<file path="config.mk">
export PLATFORM = sky130hd
export DESIGN_NAME = timestamp_stream_arbiter_flat
export DESIGN_NICKNAME = d
export VERILOG_FILES = /design/src/rtl/timestamp_pkg.sv /design/src/rtl/timestamp_stream_arbiter_if.sv /design/src/rtl/timestamp_stream_arbiter_rr_select.sv /design/src/rtl/timestamp_stream_arbiter.sv /design/src/flat_wrapper.sv
export SDC_FILE = /design/constraint.sdc
export NUM_CORES = 1
export LEC_CHECK = 0
export ABC_AREA = 1
export CORE_UTILIZATION = 31
export CTS_CLUSTER_SIZE = 40
export DETAILED_ROUTE_END_ITERATION = 12
export PLACE_DENSITY = 0.89
export SLEW_MARGIN = 30
export SYNTH_ARGS = -nofsm -noshare
export SYNTH_HDL_FRONTEND = slang
export SYNTH_SLANG_ARGS = --single-unit
</file>
<file path="constraint.sdc">
create_clock -name BUS_CLK -period 2.4 [get_ports BUS_CLK]
set_input_delay 0.48 -clock BUS_CLK [delete_from_list [all_inputs] [get_ports BUS_CLK]]
set_output_delay 0.48 -clock BUS_CLK [all_outputs]
set_load 0.02 [all_outputs]
</file>
<file path="src/rtl/timestamp_pkg.sv">
// Shared definitions for the timestamp readout path: word layout, type
// nibble codes and the arbiter FSM state encoding.
package timestamp_pkg;

    localparam int TS_WORD_W   = 32;
    localparam int TS_TYPE_LSB = 24;
    localparam int TS_TYPE_MSB = 27;

    localparam logic [3:0] TS_TYPE_LOW  = 4'h1;
    localparam logic [3:0] TS_TYPE_MID  = 4'h2;
    localparam logic [3:0] TS_TYPE_HIGH = 4'h3;

    typedef enum logic {
        IDLE = 1'b0,
        BUSY = 1'b1
    } arb_state_e;

    // Extract the word-type nibble of a timestamp word.
    function automatic logic [3:0] ts_type(input logic [TS_WORD_W-1:0] w);
        return w[TS_TYPE_MSB:TS_TYPE_LSB];
    endfunction

endpackage

</file>
<file path="src/rtl/timestamp_stream_arbiter_if.sv">
// Bus bundle of the timestamp stream arbiter: N first-word-fall-through
// input FIFOs on one side, a single FWFT-style output on the other.
// slave = arbiter side, master = environment (FIFOs and downstream sink).
interface timestamp_stream_arbiter_if
    import timestamp_pkg::*;
#(
    parameter int N = 4
);
    logic [N-1:0]           IN_EMPTY;
    logic [TS_WORD_W*N-1:0] IN_DATA;
    logic [N-1:0]           IN_READ;
    logic                   OUT_READ;
    logic                   OUT_EMPTY;
    logic [TS_WORD_W-1:0]   OUT_DATA;
    logic [N-1:0]           GRANT;
    logic [7:0]             FRAME_ERR_CNT;

    modport slave (
        input  IN_EMPTY, IN_DATA, OUT_READ,
        output IN_READ, OUT_EMPTY, OUT_DATA, GRANT, FRAME_ERR_CNT
    );

    modport master (
        output IN_EMPTY, IN_DATA, OUT_READ,
        input  IN_READ, OUT_EMPTY, OUT_DATA, GRANT, FRAME_ERR_CNT
    );
endinterface

</file>
<file path="src/rtl/timestamp_stream_arbiter_rr_select.sv">
// Combinational round-robin picker: returns the first requesting input
// searching upward from (ptr_i + 1) mod N, as one-hot and as an index.
module timestamp_stream_arbiter_rr_select #(
    parameter int N     = 4,
    parameter int PTR_W = 2
) (
    input  logic [N-1:0]     req_i,
    input  logic [PTR_W-1:0] ptr_i,
    output logic [N-1:0]     gnt_o,
    output logic [PTR_W-1:0] idx_o
);

    logic [PTR_W-1:0] cand;

    // Scan from the farthest offset down so the nearest requester wins.
    always_comb begin
        gnt_o = '0;
        idx_o = '0;
        cand  = '0;
        for (int off = N; off >= 1; off--) begin
            cand = PTR_W'((int'(ptr_i) + off) % N);
            if (req_i[cand]) begin
                gnt_o       = '0;
                gnt_o[cand] = 1'b1;
                idx_o       = cand;
            end
        end
    end

endmodule

</file>
<file path="src/rtl/timestamp_stream_arbiter.sv">
// Round-robin merge of N timestamp word streams into one output stream.
// A grant is held for a whole 3-word timestamp group so groups never
// interleave. Optional frame checking is enabled by defining
// TIMESTAMP_STREAM_ARBITER_FRAME_CHECK_EN; otherwise FRAME_ERR_CNT is 0.
module timestamp_stream_arbiter
    import timestamp_pkg::*;
#(
    parameter int         N         = 4,
    parameter int         GROUP_LEN = 3,
    parameter logic [3:0] LAST_TYPE = TS_TYPE_HIGH
) (
    input  logic                         BUS_CLK,
    input  logic                         RST,
    timestamp_stream_arbiter_if.slave    bus
);

    localparam int PTR_W = (N > 1) ? $clog2(N) : 1;
    localparam int CNT_W = $clog2(GROUP_LEN + 1);

    arb_state_e           state_q, state_d;
    logic [N-1:0]         grant_q, grant_d;
    logic [PTR_W-1:0]     gidx_q, gidx_d;
    logic [PTR_W-1:0]     ptr_q, ptr_d;
    logic [CNT_W-1:0]     cnt_q, cnt_d;

    logic [N-1:0]         pick_gnt;
    logic [PTR_W-1:0]     pick_idx;
    logic [TS_WORD_W-1:0] sel_data;
    logic                 sel_empty;
    logic                 busy;
    logic                 pop;
    logic [3:0]           pop_type;
    logic [CNT_W-1:0]     cnt_inc;
    logic                 group_done;

    timestamp_stream_arbiter_rr_select #(
        .N     (N),
        .PTR_W (PTR_W)
    ) u_rr_select (
        .req_i (~bus.IN_EMPTY),
        .ptr_i (ptr_q),
        .gnt_o (pick_gnt),
        .idx_o (pick_idx)
    );

    // Route the granted input through to the output (one-hot mux).
    always_comb begin
        sel_data  = '0;
        sel_empty = 1'b1;
        for (int i = 0; i < N; i++) begin
            if (grant_q[i]) begin
                sel_data  = bus.IN_DATA[TS_WORD_W*i +: TS_WORD_W];
                sel_empty = bus.IN_EMPTY[i];
            end
        end
    end

    // RST drops the grant at once, so nothing is popped in the reset cycle.
    assign busy       = (state_q == BUSY) && !RST;
    assign pop        = busy && !sel_empty && bus.OUT_READ;
    assign pop_type   = ts_type(sel_data);
    assign cnt_inc    = cnt_q + CNT_W'(1);
    assign group_done = pop && ((pop_type == LAST_TYPE) || (cnt_inc == CNT_W'(GROUP_LEN)));

    assign bus.OUT_EMPTY = busy ? sel_empty : 1'b1;
    assign bus.OUT_DATA  = busy ? sel_data : '0;
    assign bus.IN_READ   = pop ? grant_q : '0;
    assign bus.GRANT     = grant_q;

    // Next-state: pick an owner when idle, count pops and release on group end.
    always_comb begin
        state_d = state_q;
        grant_d = grant_q;
        gidx_d  = gidx_q;
        ptr_d   = ptr_q;
        cnt_d   = cnt_q;
        case (state_q)
            IDLE: begin
                if (|(~bus.IN_EMPTY)) begin
                    grant_d = pick_gnt;
                    gidx_d  = pick_idx;
                    cnt_d   = '0;
                    state_d = BUSY;
                end
            end
            BUSY: begin
                if (pop) begin
                    cnt_d = cnt_inc;
                end
                if (group_done) begin
                    state_d = IDLE;
                    ptr_d   = gidx_q;
                    grant_d = '0;
                    cnt_d   = '0;
                end
            end
            default: state_d = IDLE;
        endcase
    end

    // Arbiter state register.
    always_ff @(posedge BUS_CLK) begin
        if (RST) begin
            state_q <= IDLE;
            grant_q <= '0;
            gidx_q  <= '0;
            ptr_q   <= PTR_W'(N - 1);
            cnt_q   <= '0;
        end else begin
            state_q <= state_d;
            grant_q <= grant_d;
            gidx_q  <= gidx_d;
            ptr_q   <= ptr_d;
            cnt_q   <= cnt_d;
        end
    end

`ifdef TIMESTAMP_STREAM_ARBITER_FRAME_CHECK_EN
    logic [7:0] err_cnt_q, err_cnt_d;
    logic       err_seen_q, err_seen_d;
    logic       bad_type;

    function automatic logic [7:0] sat_inc8(input logic [7:0] v);
        return (v == 8'hFF) ? v : v + 8'd1;
    endfunction

    // Pop k of a grant must carry type k+1; flag at most once per group.
    always_comb begin
        bad_type   = (pop_type != (4'(cnt_q) + TS_TYPE_LOW));
        err_cnt_d  = err_cnt_q;
        err_seen_d = err_seen_q;
        if (state_q == IDLE) begin
            err_seen_d = 1'b0;
        end else if (pop && bad_type && !err_seen_q) begin
            err_cnt_d  = sat_inc8(err_cnt_q);
            err_seen_d = 1'b1;
        end
    end

    // Misframe counter register.
    always_ff @(posedge BUS_CLK) begin
        if (RST) begin
            err_cnt_q  <= '0;
            err_seen_q <= 1'b0;
        end else begin
            err_cnt_q  <= err_cnt_d;
            err_seen_q <= err_seen_d;
        end
    end

    assign bus.FRAME_ERR_CNT = err_cnt_q;
`else
    assign bus.FRAME_ERR_CNT = 8'd0;
`endif

endmodule

</file>
<file path="src/flat_wrapper.sv">
// flat-port wrapper written by rule: the top's interface ports become plain ports
module timestamp_stream_arbiter_flat import timestamp_pkg::*;
#(
    parameter int         N         = 4,
    parameter int         GROUP_LEN = 3,
    parameter logic [3:0] LAST_TYPE = TS_TYPE_HIGH
)
  (BUS_CLK, RST, bus_IN_EMPTY, bus_IN_DATA, bus_OUT_READ, bus_IN_READ, bus_OUT_EMPTY, bus_OUT_DATA, bus_GRANT, bus_FRAME_ERR_CNT);
  timestamp_stream_arbiter_if #(.N(N)) bus_i ();
  input  logic BUS_CLK;
  input  logic RST;
  input wire logic [$bits(bus_i.IN_EMPTY)-1:0] bus_IN_EMPTY;
  input wire logic [$bits(bus_i.IN_DATA)-1:0] bus_IN_DATA;
  input wire logic [$bits(bus_i.OUT_READ)-1:0] bus_OUT_READ;
  output wire logic [$bits(bus_i.IN_READ)-1:0] bus_IN_READ;
  output wire logic [$bits(bus_i.OUT_EMPTY)-1:0] bus_OUT_EMPTY;
  output wire logic [$bits(bus_i.OUT_DATA)-1:0] bus_OUT_DATA;
  output wire logic [$bits(bus_i.GRANT)-1:0] bus_GRANT;
  output wire logic [$bits(bus_i.FRAME_ERR_CNT)-1:0] bus_FRAME_ERR_CNT;
  assign bus_i.IN_EMPTY = bus_IN_EMPTY;
  assign bus_i.IN_DATA = bus_IN_DATA;
  assign bus_i.OUT_READ = bus_OUT_READ;
  assign bus_IN_READ = bus_i.IN_READ;
  assign bus_OUT_EMPTY = bus_i.OUT_EMPTY;
  assign bus_OUT_DATA = bus_i.OUT_DATA;
  assign bus_GRANT = bus_i.GRANT;
  assign bus_FRAME_ERR_CNT = bus_i.FRAME_ERR_CNT;
  timestamp_stream_arbiter #(.N(N), .GROUP_LEN(GROUP_LEN), .LAST_TYPE(LAST_TYPE)) u_core (.BUS_CLK(BUS_CLK), .RST(RST), .bus(bus_i));
endmodule
</file>
==> impl_metrics.tcl <==
set metrics [dict create \
    grt_pass1_wl_um 13460 \
    final_core_util 0.6356 \
    avgRoutedWirePerCell_um 15.94 \
    fmax_mhz 433.4 \
    power.internal_mw 0.6536 \
    p_seq_frac 0.191 \
    cp.arrival_ps 1830 \
    slew_violations 0 \
    grt_usage 0.2625 \
    clkTransAtPathRegs_ps 50 \
    yosysUniqueCellTypes 28 \
    synth_top_area_share 0.1628 \
    p_sw_frac 0.3746 \
    finClkSkew_ps 5.030 \
    hold_violations 0 \
    crit_type "in2out" \
    crit_end "bus_IN_READ[1]" \
    grt_max_degree 58 \
    r2r-end "u_core.gidx_q[0]$_SDFFE_PP0P_" \
    grt_pass1_vias 2763 \
    finalWeightedCongestion 1.004 \
    cts_sinks 11 \
    drt_iter0_markers 169 \
    rr_worst_depth 11 \
    ant_nets 0 \
    status "complete, no violations" \
    min_period_over_period 0.9615 \
    power.share.clock 0.184 \
    die_y_um 81.50 \
    synth_seq_cells 11 \
    rsz0062_at_grt "no" \
    viasPerCell 5.289 \
    avgSynthCellArea_um2 5.519 \
    portBuffers 175 \
    setup_viol 0 \
    async_flop_share 0 \
    power_density_nw_per_um2 272.9 \
    htreeDepth 1 \
    drive_gt1_frac 0.1337 \
    row_count 28 \
    layout.nets 672 \
    synth_top_area_cell "nand2_1" \
    worst_setup_path_start_kind "primary input" \
    hp-class "reg2reg" \
    synth_common_cells "nand2_1 (85), o21ai_0 (59), a21oi_1 (49)" \
    drc 0 \
    dr_total_vias 3205 \
    firstDrtPassIters 4 \
    p_comb_frac 0.624 \
    dieWidth_um 81.50 \
    num_antenna_cells 0 \
    cts_tree "done" \
    cts_root_buffer "clkbuf_8" \
    finalHoldWorstSlack_ps 469.9 \
    ios 184 \
    end_kind "output pin" \
    syn_inst 355 \
    core_um2 6026 \
    min_period_ps 2308 \
    grt_overflow_total 0 \
    ys_warn_count 0 \
    switchingPower_mw 0.3915 \
    ys.flop_type "dfxtp_1" \
    clkLatencyLatePin_ps 250 \
    p_total_mw 1.045 \
    numCtsBuffers 3 \
    yosysMostFrequentCell "nand2_1" \
    hpwlAfterDp_um 7558 \
    start_util 0.3252 \
    grt_antenna_before_repair 0 \
    cap_violations 0 \
    reg2reg_from "u_core.ptr_q[0]$_SDFFE_PP1P_" \
    area_delta_synth_final_pct 95.47 \
    leakage_nw 1.783 \
    syn-cell-area_um2 1959 \
    cp_max_fo 5 \
    ys_seq_area_frac 0.1124 \
    vdd_drop_max_mv 0.3465 \
    cts_buffer_depth 2 \
    wl_um 9657 \
    die_area_um2 6642 \
    rrSetupSlack_ps 370 \
    cp-startpoint "bus_IN_EMPTY[0]" \
    crit_required_ps 1920 \
    synth_edf_count 0 \
    synthTopCellsByArea "nand2_1 (16%), o21ai_0 (15%), a21oi_1 (13%), dfxtp_1 (11%), a22oi_1 (10%)" \
]
## registers in the layout, summed over array words and instances, names as in the netlist
signal	flops
u_core.bus.GRANT	4
u_core.cnt_q	2
u_core.gidx_q	2
u_core.ptr_q	2
u_core.state_q	1
## worst min path at each step
stage | from | endpoint | slack, ps | depth (start not counted)
detailed placement | u_core.gidx_q[1]$_SDFFE_PP0P_ | u_core.ptr_q[1]$_SDFFE_PP1P_ | 450 | 2
global placement | u_core.gidx_q[1]$_SDFFE_PP0P_ | u_core.ptr_q[1]$_SDFFE_PP1P_ | 430 | 2
finish | u_core.gidx_q[1]$_SDFFE_PP0P_ | u_core.ptr_q[1]$_SDFFE_PP1P_ | 470 | 2
global route | u_core.gidx_q[0]$_SDFFE_PP0P_ | u_core.ptr_q[0]$_SDFFE_PP1P_ | 500 | 2
CTS | u_core.gidx_q[1]$_SDFFE_PP0P_ | u_core.ptr_q[1]$_SDFFE_PP1P_ | 460 | 2
floorplan | u_core.gidx_q[1]$_SDFFE_PP0P_ | u_core.ptr_q[1]$_SDFFE_PP1P_ | 420 | 2
## worst max-delay path, stage by stage
cell and delay (ps):
clkdlybuf4s50_1 450, o21ai_0 180, nand3_1 90, nand2_1 110
nand3_2 160, nor2_2 180, buf_2 190
## cell families after synthesis
group,count (synthesis),share of synthesized area
buf+inv,58,0.1398
simple gates,133,0.2957
flops,11,0.1124
compound gates,147,0.4183
other cells,1,0.001914
fa+ha+maj,5,0.03193
## power groups by stage
stage	registers [mW]	clock network (mW)	logic, mW
2_1_floorplan	0.208	0	0.291
3_3_place_gp	0.203	0	0.648
3_5_place_dp	0.203	0	0.663
4_1_cts	0.200	0.196	0.650
5_1_grt	0.201	0.206	0.706
6_report	0.200	0.193	0.653
## through the flow
step                      cell area, µm²  TNS (ps)  instances  setup WS [ps]
final                               3830         0        606          92.50
after global routing                3830         0        606          22.35
after CTS                           3881         0        606          8.858
after detailed placement            3849    -11990        601         -545.2
after global placement              3849    -10620        601         -474.9
after floorplan                     1986         0        362          357.4
## metal layers
layer  global-route usage  vias to the layer above  wire (µm)
met3              0.05444                       31       1023
met4               0.1018                        0        256
met5                    0                        -          0
met1               0.3125                     1414       3568
met2               0.4567                      199       4808
li1                     -                     1561          -
## placed cells by master, fill, tap and decap left out, drive strengths merged, types with 18 or more instances in the layout
cell,instances
a21oi,51
o21ai,66
clkdlybuf4s50,137
a22oi,27
inv,27
dlygate4sd2,19
buf,26
nand2,91
nand3,21
nor2,18
## timing repair
item / 4_1_cts / 5_1_grt
hold buffers: 0 / 0
setup endpoints to repair: 37 / 31
pin swaps: 1 / 2
setup buffers: 1 / 0
gates resized for setup: 59 / 27
## cell type report
type,instances,area (µm²)
fill,531,2196
timing repair buffer,196,1858
multi-input combinational,293,1510
sequential,11,221.5
inverter,27,101.3
tap,75,93.84
clock buffer,4,45.04
Note: power is estimated with default switching activity, not from simulation.
